==> config.mk <==
export PLATFORM = sky130hd
export DESIGN_NAME = flash_arbiter_flat
export DESIGN_NICKNAME = d
export VERILOG_FILES = /design/src/rtl/flash_arbiter_if.sv /design/src/rtl/flash_arbiter.sv /design/src/flat_wrapper.sv
export SDC_FILE = /design/constraint.sdc
export NUM_CORES = 2
export LEC_CHECK = 0
export CELL_PAD_IN_SITES_DETAIL_PLACEMENT = 1
export CELL_PAD_IN_SITES_GLOBAL_PLACEMENT = 1
export CORE_AREA = 3 3 613 615
export CTS_BUF_LIST = sky130_fd_sc_hd__clkbuf_2
export DETAILED_ROUTE_END_ITERATION = 8
export DIE_AREA = 0 0 616 618
export DONT_BUFFER_PORTS = 1
export PLACE_DENSITY = 0.3
export SYNTH_ARGS = -nofsm -noshare
export SYNTH_HDL_FRONTEND = slang
export SYNTH_SLANG_ARGS = --single-unit
==> constraint.sdc <==
create_clock -name clk -period 3.3 [get_ports clk]
set_input_delay 0.33 -clock clk [delete_from_list [all_inputs] [get_ports clk]]
set_output_delay 0.33 -clock clk [all_outputs]
set_load 0.01 [all_outputs]
==> src/rtl/flash_arbiter_if.sv <==
// Bus bundle between the flash arbiter, its two requesters and the flash RAM.
// The slave modport is the arbiter's view; master is the requester/RAM side.
interface flash_arbiter_if #(
  parameter int ADDR_W = 4,
  parameter int DATA_W = 256
);
  logic              req0;
  logic              we0;
  logic [ADDR_W-1:0] addr0;
  logic [DATA_W-1:0] wdata0;
  logic              ack0;
  logic              err0;
  logic [DATA_W-1:0] rdata0;

  logic              req1;
  logic              we1;
  logic [ADDR_W-1:0] addr1;
  logic [DATA_W-1:0] wdata1;
  logic              ack1;
  logic              err1;
  logic [DATA_W-1:0] rdata1;

  logic [ADDR_W-1:0] mem_addr;
  logic              mem_we;
  logic [DATA_W-1:0] mem_wdata;
  logic [DATA_W-1:0] mem_q;

  modport slave (
    input  req0, we0, addr0, wdata0,
    input  req1, we1, addr1, wdata1,
    input  mem_q,
    output ack0, err0, rdata0,
    output ack1, err1, rdata1,
    output mem_addr, mem_we, mem_wdata
  );

  modport master (
    output req0, we0, addr0, wdata0,
    output req1, we1, addr1, wdata1,
    output mem_q,
    input  ack0, err0, rdata0,
    input  ack1, err1, rdata1,
    input  mem_addr, mem_we, mem_wdata
  );
endinterface

==> src/rtl/flash_arbiter.sv <==
// Two-port round-robin arbiter in front of the single-port 16x256 flash RAM.
// Serialises single-beat reads/writes, bounds-checks addresses, all outputs registered.
module flash_arbiter #(
  parameter int ADDR_W  = 4,
  parameter int DATA_W  = 256,
  parameter int RR_INIT = 0
) (
  input  logic              clk,
  input  logic              rst,
  input  logic [ADDR_W-1:0] max_address,
  output logic              busy,
  flash_arbiter_if.slave    bus
);

  typedef enum logic [1:0] {IDLE, ISSUE, RWAIT, DONE} state_e;

  state_e            state_q;
  logic              port_q;
  logic              we_q;
  logic              rr_q;
  logic              busy_q;
  logic              ack0_q, ack1_q, err0_q, err1_q;
  logic [DATA_W-1:0] rdata0_q, rdata1_q;
  logic [ADDR_W-1:0] mem_addr_q;
  logic              mem_we_q;
  logic [DATA_W-1:0] mem_wdata_q;

  logic              grant_d;
  logic              sel_we_d;
  logic [ADDR_W-1:0] sel_addr_d;
  logic [DATA_W-1:0] sel_wdata_d;

  // rr_q names the port that wins a tie
  always_comb begin
    grant_d = 1'b0;
    if (bus.req0 && bus.req1) grant_d = rr_q;
    else if (bus.req1)        grant_d = 1'b1;
    sel_we_d    = grant_d ? bus.we1    : bus.we0;
    sel_addr_d  = grant_d ? bus.addr1  : bus.addr0;
    sel_wdata_d = grant_d ? bus.wdata1 : bus.wdata0;
  end

  always_ff @(posedge clk) begin
    if (rst) begin
      state_q     <= IDLE;
      port_q      <= 1'b0;
      we_q        <= 1'b0;
      rr_q        <= 1'(RR_INIT);
      busy_q      <= 1'b0;
      ack0_q      <= 1'b0;
      ack1_q      <= 1'b0;
      err0_q      <= 1'b0;
      err1_q      <= 1'b0;
      rdata0_q    <= '0;
      rdata1_q    <= '0;
      mem_addr_q  <= '0;
      mem_we_q    <= 1'b0;
      mem_wdata_q <= '0;
    end else begin
      ack0_q   <= 1'b0;
      ack1_q   <= 1'b0;
      err0_q   <= 1'b0;
      err1_q   <= 1'b0;
      mem_we_q <= 1'b0;
      case (state_q)
        IDLE: begin
          if (bus.req0 || bus.req1) begin
            port_q <= grant_d;
            we_q   <= sel_we_d;
            busy_q <= 1'b1;
            if (sel_addr_d > max_address) begin
              // out-of-range: report without touching the RAM
              state_q <= DONE;
              if (grant_d) err1_q <= 1'b1;
              else         err0_q <= 1'b1;
            end else begin
              state_q     <= ISSUE;
              mem_addr_q  <= sel_addr_d;
              mem_wdata_q <= sel_wdata_d;
              mem_we_q    <= sel_we_d;
            end
          end
        end
        ISSUE: begin
          if (we_q) begin
            state_q <= DONE;
            if (port_q) ack1_q <= 1'b1;
            else        ack0_q <= 1'b1;
          end else begin
            state_q <= RWAIT;
          end
        end
        RWAIT: begin
          state_q <= DONE;
          if (port_q) begin
            rdata1_q <= bus.mem_q;
            ack1_q   <= 1'b1;
          end else begin
            rdata0_q <= bus.mem_q;
            ack0_q   <= 1'b1;
          end
        end
        DONE: begin
          state_q <= IDLE;
          busy_q  <= 1'b0;
          rr_q    <= ~port_q;
        end
        default: state_q <= IDLE;
      endcase
    end
  end

  assign busy          = busy_q;
  assign bus.ack0      = ack0_q;
  assign bus.ack1      = ack1_q;
  assign bus.err0      = err0_q;
  assign bus.err1      = err1_q;
  assign bus.rdata0    = rdata0_q;
  assign bus.rdata1    = rdata1_q;
  assign bus.mem_addr  = mem_addr_q;
  assign bus.mem_we    = mem_we_q;
  assign bus.mem_wdata = mem_wdata_q;

endmodule

==> src/flat_wrapper.sv <==
// flat-port wrapper written by rule: the top's interface ports become plain ports
module flash_arbiter_flat 
#(
  parameter int ADDR_W  = 4,
  parameter int DATA_W  = 256,
  parameter int RR_INIT = 0
)
  (clk, rst, max_address, busy, bus_req0, bus_we0, bus_addr0, bus_wdata0, bus_req1, bus_we1, bus_addr1, bus_wdata1, bus_mem_q, bus_ack0, bus_err0, bus_rdata0, bus_ack1, bus_err1, bus_rdata1, bus_mem_addr, bus_mem_we, bus_mem_wdata);
  flash_arbiter_if #(.ADDR_W(ADDR_W), .DATA_W(DATA_W)) bus_i ();
  input  logic clk;
  input  logic rst;
  input  logic [ADDR_W-1:0] max_address;
  output logic busy;
  input wire logic [$bits(bus_i.req0)-1:0] bus_req0;
  input wire logic [$bits(bus_i.we0)-1:0] bus_we0;
  input wire logic [$bits(bus_i.addr0)-1:0] bus_addr0;
  input wire logic [$bits(bus_i.wdata0)-1:0] bus_wdata0;
  input wire logic [$bits(bus_i.req1)-1:0] bus_req1;
  input wire logic [$bits(bus_i.we1)-1:0] bus_we1;
  input wire logic [$bits(bus_i.addr1)-1:0] bus_addr1;
  input wire logic [$bits(bus_i.wdata1)-1:0] bus_wdata1;
  input wire logic [$bits(bus_i.mem_q)-1:0] bus_mem_q;
  output wire logic [$bits(bus_i.ack0)-1:0] bus_ack0;
  output wire logic [$bits(bus_i.err0)-1:0] bus_err0;
  output wire logic [$bits(bus_i.rdata0)-1:0] bus_rdata0;
  output wire logic [$bits(bus_i.ack1)-1:0] bus_ack1;
  output wire logic [$bits(bus_i.err1)-1:0] bus_err1;
  output wire logic [$bits(bus_i.rdata1)-1:0] bus_rdata1;
  output wire logic [$bits(bus_i.mem_addr)-1:0] bus_mem_addr;
  output wire logic [$bits(bus_i.mem_we)-1:0] bus_mem_we;
  output wire logic [$bits(bus_i.mem_wdata)-1:0] bus_mem_wdata;
  assign bus_i.req0 = bus_req0;
  assign bus_i.we0 = bus_we0;
  assign bus_i.addr0 = bus_addr0;
  assign bus_i.wdata0 = bus_wdata0;
  assign bus_i.req1 = bus_req1;
  assign bus_i.we1 = bus_we1;
  assign bus_i.addr1 = bus_addr1;
  assign bus_i.wdata1 = bus_wdata1;
  assign bus_i.mem_q = bus_mem_q;
  assign bus_ack0 = bus_i.ack0;
  assign bus_err0 = bus_i.err0;
  assign bus_rdata0 = bus_i.rdata0;
  assign bus_ack1 = bus_i.ack1;
  assign bus_err1 = bus_i.err1;
  assign bus_rdata1 = bus_i.rdata1;
  assign bus_mem_addr = bus_i.mem_addr;
  assign bus_mem_we = bus_i.mem_we;
  assign bus_mem_wdata = bus_i.mem_wdata;
  flash_arbiter #(.ADDR_W(ADDR_W), .DATA_W(DATA_W), .RR_INIT(RR_INIT)) u_core (.clk(clk), .rst(rst), .max_address(max_address), .busy(busy), .bus(bus_i));
endmodule
==> results of run 1 <==
[cells in the mapped netlist (all sizes together)]
cell type and instances:
nand3 1, buf 40, a211oi 4, nand4 1, o21bai 1, nor4b 1, nor4bb 1, a21oi 779
inv 6, a21o 1, nor2b 3, nor2 6, a22oi 1, ha 8, clkbuf 305, nor3 2
o211ai 1, nand2b 3, a31oi 1, a311oi 259, mux2i 2, nand2 1548, nor3b 1, and2 3
a221o 1, o21ai 1, dfxtp 783
[per-stage QoR]
stage | cell area, um^2 | hold slack, ns | setup WS, ns
detailed placement | 36500 | 0.469 | 0.451
floorplan | 30700 | 0.466 | 0.636
global placement | 36500 | 0.467 | 0.509
[cells by family after synthesis]
kind of cell / synth area share [%]
and+or+nand+nor: 19.3
AOI/OAI and AO/OA: 24.3
DFF: 51.1
buffers and inverters: 4.89
adders and majority gates: 0.326
muxes: 0.0653
==> results.txt, run 1 <==
The estimated wirelength of the detail-placed design came out at 204 mm. By area the synthesized netlist is led by sky130_fd_sc_hd__dfxtp_1 51%, sky130_fd_sc_hd__nand2_1 19%, sky130_fd_sc_hd__a21oi_1 13%. The total instance count after detailed placement is 8477. The quantity of gates resized following cts is 9. The mapped netlist covers 30700 um^2. The Yosys step of the flow raised 0 warnings. In this run the deepest clock path goes through 4 buffers. Row generation in the floorplan step produced 224 rows. Clock tree synthesis selected as its root buffer the cell sky130_fd_sc_hd__clkbuf_2. The height of the chip is 618 um. The count of clock tree sinks came out at 783.

The first error in the log reads "[ERROR RSZ-0060] Max buffer count reached". The share of the synthesized area in the top cell type is 51.1%. Port buffering added 0 buffers. The congestion estimate from routability-driven global placement came to 0.883. The number of nets produced by synthesis is 4557. The number of flip-flops and latches in the synthesized netlist came out at 783.

The number of buffers inserted by hold repair at cts came out at 1783. The number of buffers created by CTS came out at 271. The run stopped with a tool error. The number of buffers added for setup after CTS is 0. Progress stopped at 4_1_cts. The die boundary width came out at 616 um. The number of distinct library cell variants in the gate-level netlist after synthesis is 32. The post-synthesis area per instance came out at 8.15 um^2. 1564 I/O pins were placed. Sequential cells were found to cover 51.1% of the synthesized design area.

The number of H-tree levels is 5. The starting density of the core came out at 8.26%. The synthesized instance count is 3763. The biggest area contributor in the post-synthesis netlist is sky130_fd_sc_hd__dfxtp_1.
==> run 2, diff against run 1 <==
==> config.mk (replaced) <==
export PLATFORM = sky130hd
export DESIGN_NAME = flash_arbiter_flat
export DESIGN_NICKNAME = d
export VERILOG_FILES = /design/src/rtl/flash_arbiter_if.sv /design/src/rtl/flash_arbiter.sv /design/src/flat_wrapper.sv
export SDC_FILE = /design/constraint.sdc
export NUM_CORES = 2
export LEC_CHECK = 0
export CORE_AREA = 3 3 602 604
export DETAILED_ROUTE_END_ITERATION = 8
export DIE_AREA = 0 0 605 607
export DONT_BUFFER_PORTS = 1
export PLACE_DENSITY_LB_ADDON = 0.15
export SYNTH_ARGS = -nofsm -noshare
export SYNTH_HDL_FRONTEND = slang
export SYNTH_SLANG_ARGS = --single-unit
==> results.txt, run 2 <==
The routed wire length came out at 271 mm. The total negative slack for setup checks came out at 0 ns. The number of nets produced by synthesis was 4557 (unchanged). The data required time at the worst endpoint is 4.00 ns. The share of the synthesized area in the top cell type came out at 51.1% (unchanged). Ranked by total cell area, the synthesized netlist is headed by sky130_fd_sc_hd__dfxtp_1 51%, sky130_fd_sc_hd__nand2_1 19%, sky130_fd_sc_hd__a21oi_1 13%. The multi-input logic area came out at 13600 um^2. The weighted congestion reported at the end of routability-driven placement came out at 0.901 (+2.0%). The total congestion overflow is 0. The number of nets still failing antenna checks after routing is 0.

By count the netlist is led by 1548 x sky130_fd_sc_hd__nand2_1, 783 x sky130_fd_sc_hd__dfxtp_1, 778 x sky130_fd_sc_hd__a21oi_1, 305 x sky130_fd_sc_hd__clkbuf_1, 190 x sky130_fd_sc_hd__a311oi_2. The number of flip-flops and latches in the synthesized netlist came out at 783 (unchanged). The floorplan die area came out at 367000 um^2. The tree is rooted in a sky130_fd_sc_hd__clkbuf_16.

Setup repair after global routing left no endpoint under its margin. The library cell occupying the most area in the post-synthesis netlist is sky130_fd_sc_hd__dfxtp_1. The placement row count is 220 (-1.8%). The endpoint of the lowest-slack register-to-register path is u_core.bus.mem_wdata[21].

The largest clock skew in the final design came out at 0.0482 ns. The die boundary width came to 605 um (-1.8%). The worst endpoint data arrival time came out at 3.91 ns.

The fraction of final layout cells with drive strength greater than 1 is 10.5%. The final critical-path required period came out at 3.21 ns. The path category of the worst min-delay check is primary input to flop. The beginning of the critical path is u_core.rr_q.

The number of global-route vias before repair came out at 31500. The most critical setup path has its endpoint at u_core.bus.mem_wdata[21]. Leaving out fill and tap cells, the most frequent cells in the layout are 1545 x sky130_fd_sc_hd__nand2_1, 877 x sky130_fd_sc_hd__dlygate4sd3_1, 783 x sky130_fd_sc_hd__dfxtp_1.

In the routed design, unresolved DRC markers number 0. STA classifies the critical path startpoint as a flop. The number of buffers added on ports is 0 (unchanged). The max-slew violation total from the final report came to 0. The highest metal layer carrying signal wires in the routed design is met5.

The highest attainable clock frequency came out at 312 MHz. The final cycle utilization of the critical path came out at 97.1%. The most frequent cell after synthesis is sky130_fd_sc_hd__nand2_1. The initial antenna violation count came out at 116.

The worst register-to-register path begins at u_core.rr_q. The analysis attributes to cell leakage a power of 16.0 nW. The clock tree buffer depth is 4 (unchanged).

The number of synthesized flops with an enable pin is 0 (unchanged). The sequential element share of the synthesized area was 51.1% (unchanged). The number of H-tree levels is 3 (-2). The share of async-settable or async-resettable flops after synthesis is 0% (unchanged). The clock tree from TritonCTS is built.

The clock-pin slew reported for the worst setup and hold paths after clock tree synthesis came out at 0.06 ns. The number of distinct library cell variants in the gate-level netlist after synthesis came to 32 (unchanged). The category of the most critical setup path is flop to flop. The clock latency of the later-clocked register in the worst-skew pair came out at 0.84 ns. The starting density of the core is 8.57% (+0.31 points). The ratio of routed vias to standard cells is 3.40. Entering global routing, the biggest net connects 784 pins.

The number of vias after detailed routing came out at 32100. The worst setup path is captured at a flop. The number of synthesis warnings is 0 (unchanged). The tightest hold path in the finished design has a slack of 0.0726 ns. The final setup violation count came out at 0. The met3 wirelength from detailed routing is 25.5 mm. At the pin with the least slew margin, the transition time is 1.12 ns.

The routed length on met2 is 135 mm. The first global-routing pass estimated 339 mm of wire. The height of the chip came out at 607 um (-1.8%). In this run the power density over the cells is 752 nW/um^2. The slack of the worst reg-to-reg path is 0.09 ns. The fill cell total of the finished layout came out at 41000.

Global routing consumed, over all layers together, 13.9% of the routing resources. The largest fanout on the critical path came out at 75. The flow ran to the end, and the final reports show no timing, DRC or antenna violations. The hold-critical path depth is 2.

Headroom to the max-slew limit came out at 25.2%. The routed wire length per instance is 28.7 um. The count of pins on the block boundary is 1564 (unchanged). The synthesized instance count is 3763 (unchanged). The number of buffers created by CTS came out at 113 (-58%). The number of design-rule violations left by the first detailed-router iteration came out at 2235. The estimated wirelength of the detail-placed design came to 217 mm (+6.4%). After detailed routing, the wire length on met1 is 103 mm. The placeable core region came out at 358000 um^2. The maximum ir drop on the vdd rail came out at 0.447 mV. The cell area after synthesis came out at 30700 um^2 (unchanged). The iteration count of the initial detailed-routing pass is 6. The synthesis-to-layout area growth came out at 60.2%. The most used flip-flop cell after synthesis is sky130_fd_sc_hd__dfxtp_1. Registers take 15700 um^2.

The count of endpoints failing hold in the final timing report came to 0. The final layout net count is 5319. Leaving out fill and tap cells, the most frequent cell in the layout is sky130_fd_sc_hd__nand2_1. The number of max-capacitance violations reported came out at 0.

The depth of the most critical reg-to-reg path is 12. The post-synthesis area per instance is 8.15 um^2 (unchanged). The count of clock tree sinks was 783 (unchanged).
[run 2: kinds of logic after synthesis]
group,count (synthesis),share of synthesized area [%]
DFF,783,51.1
AOI/OAI and AO/OA,1049,24.3
muxes,2,0.0653
adders and majority gates,8,0.326
and+or+nand+nor,1570,19.3
buffers and inverters,351,4.89
[run 2: stage by stage]
stage	instance area, um^2	instances	worst slack, ns	util [%]	power [mW]
global placement	36400	8293	0.390	10.2	23.7
detailed placement	36400	8293	0.423	10.2	23.8
global route	49100	9404	0.00398	13.7	38.9
floorplan	30700	3763	0.636	-	18.8
CTS	48500	9338	0.00589	13.5	37.8
finish	49100	9436	0.0942	13.7	37.0
[run 2: worst min path at each step]
stage / from / to
final: rst / u_core.bus.mem_wdata[17]
after floorplan: bus_mem_q[0] / u_core.bus.rdata0[0]
after global placement: bus_mem_q[109] / u_core.bus.rdata1[109]
after CTS: rst / u_core.bus.mem_wdata[75]
after detailed placement: bus_mem_q[144] / u_core.bus.rdata1[144]
after global routing: rst / u_core.bus.rdata1[132]
[run 2: layout make-up]
cell class              count  area share [%]
clock inverters            35           0.777
multi-input cells        2629            27.6
inverters                   6          0.0458
flip-flops and latches    783            31.9
clock buffers             158            6.46
diodes                     60           0.306
well taps                4773            12.2
repair buffers            992            20.7
[run 2: repair_timing]
action / in CTS / in global routing
endpoints found under the hold margin: 778 / 64
setup endpoints to repair: 0 / 17
resized for setup: 0 / 6
hold buffers: 852 / 26
buffers inserted: 0 / 8
[run 2: report_power, final]
part           switching, mW  internal (mW)
Clock                   5.22           7.00
Sequential              4.10           11.3
Combinational           5.66           3.69
Total                   15.0           22.0
[run 2: critical path: stages, from the launching register on]
cell	delay, ns
sky130_fd_sc_hd__dfxtp_1	0.32
sky130_fd_sc_hd__nand2b_1	0.19
sky130_fd_sc_hd__and2_4	0.19
sky130_fd_sc_hd__nand2_1	0.10
sky130_fd_sc_hd__nand2_1	0.09
sky130_fd_sc_hd__ha_4	0.29
sky130_fd_sc_hd__nand2b_1	0.09
sky130_fd_sc_hd__a221o_4	0.44
sky130_fd_sc_hd__buf_4	0.15
sky130_fd_sc_hd__buf_12	0.16
sky130_fd_sc_hd__a21oi_2	0.24
sky130_fd_sc_hd__a311oi_2	0.06
sky130_fd_sc_hd__dlygate4sd3_1	0.61
[run 2: routing by layer]
| layer | GRT usage, % | up-vias |
|---|---|---|
| met3 | 5.16 | 321 |
| met5 | 0 | - |
| met2 | 23.9 | 1409 |
| met4 | 4.26 | 36 |
| li1 | - | 14400 |
| met1 | 16.0 | 16000 |
Power figures use the tool's default switching activity.
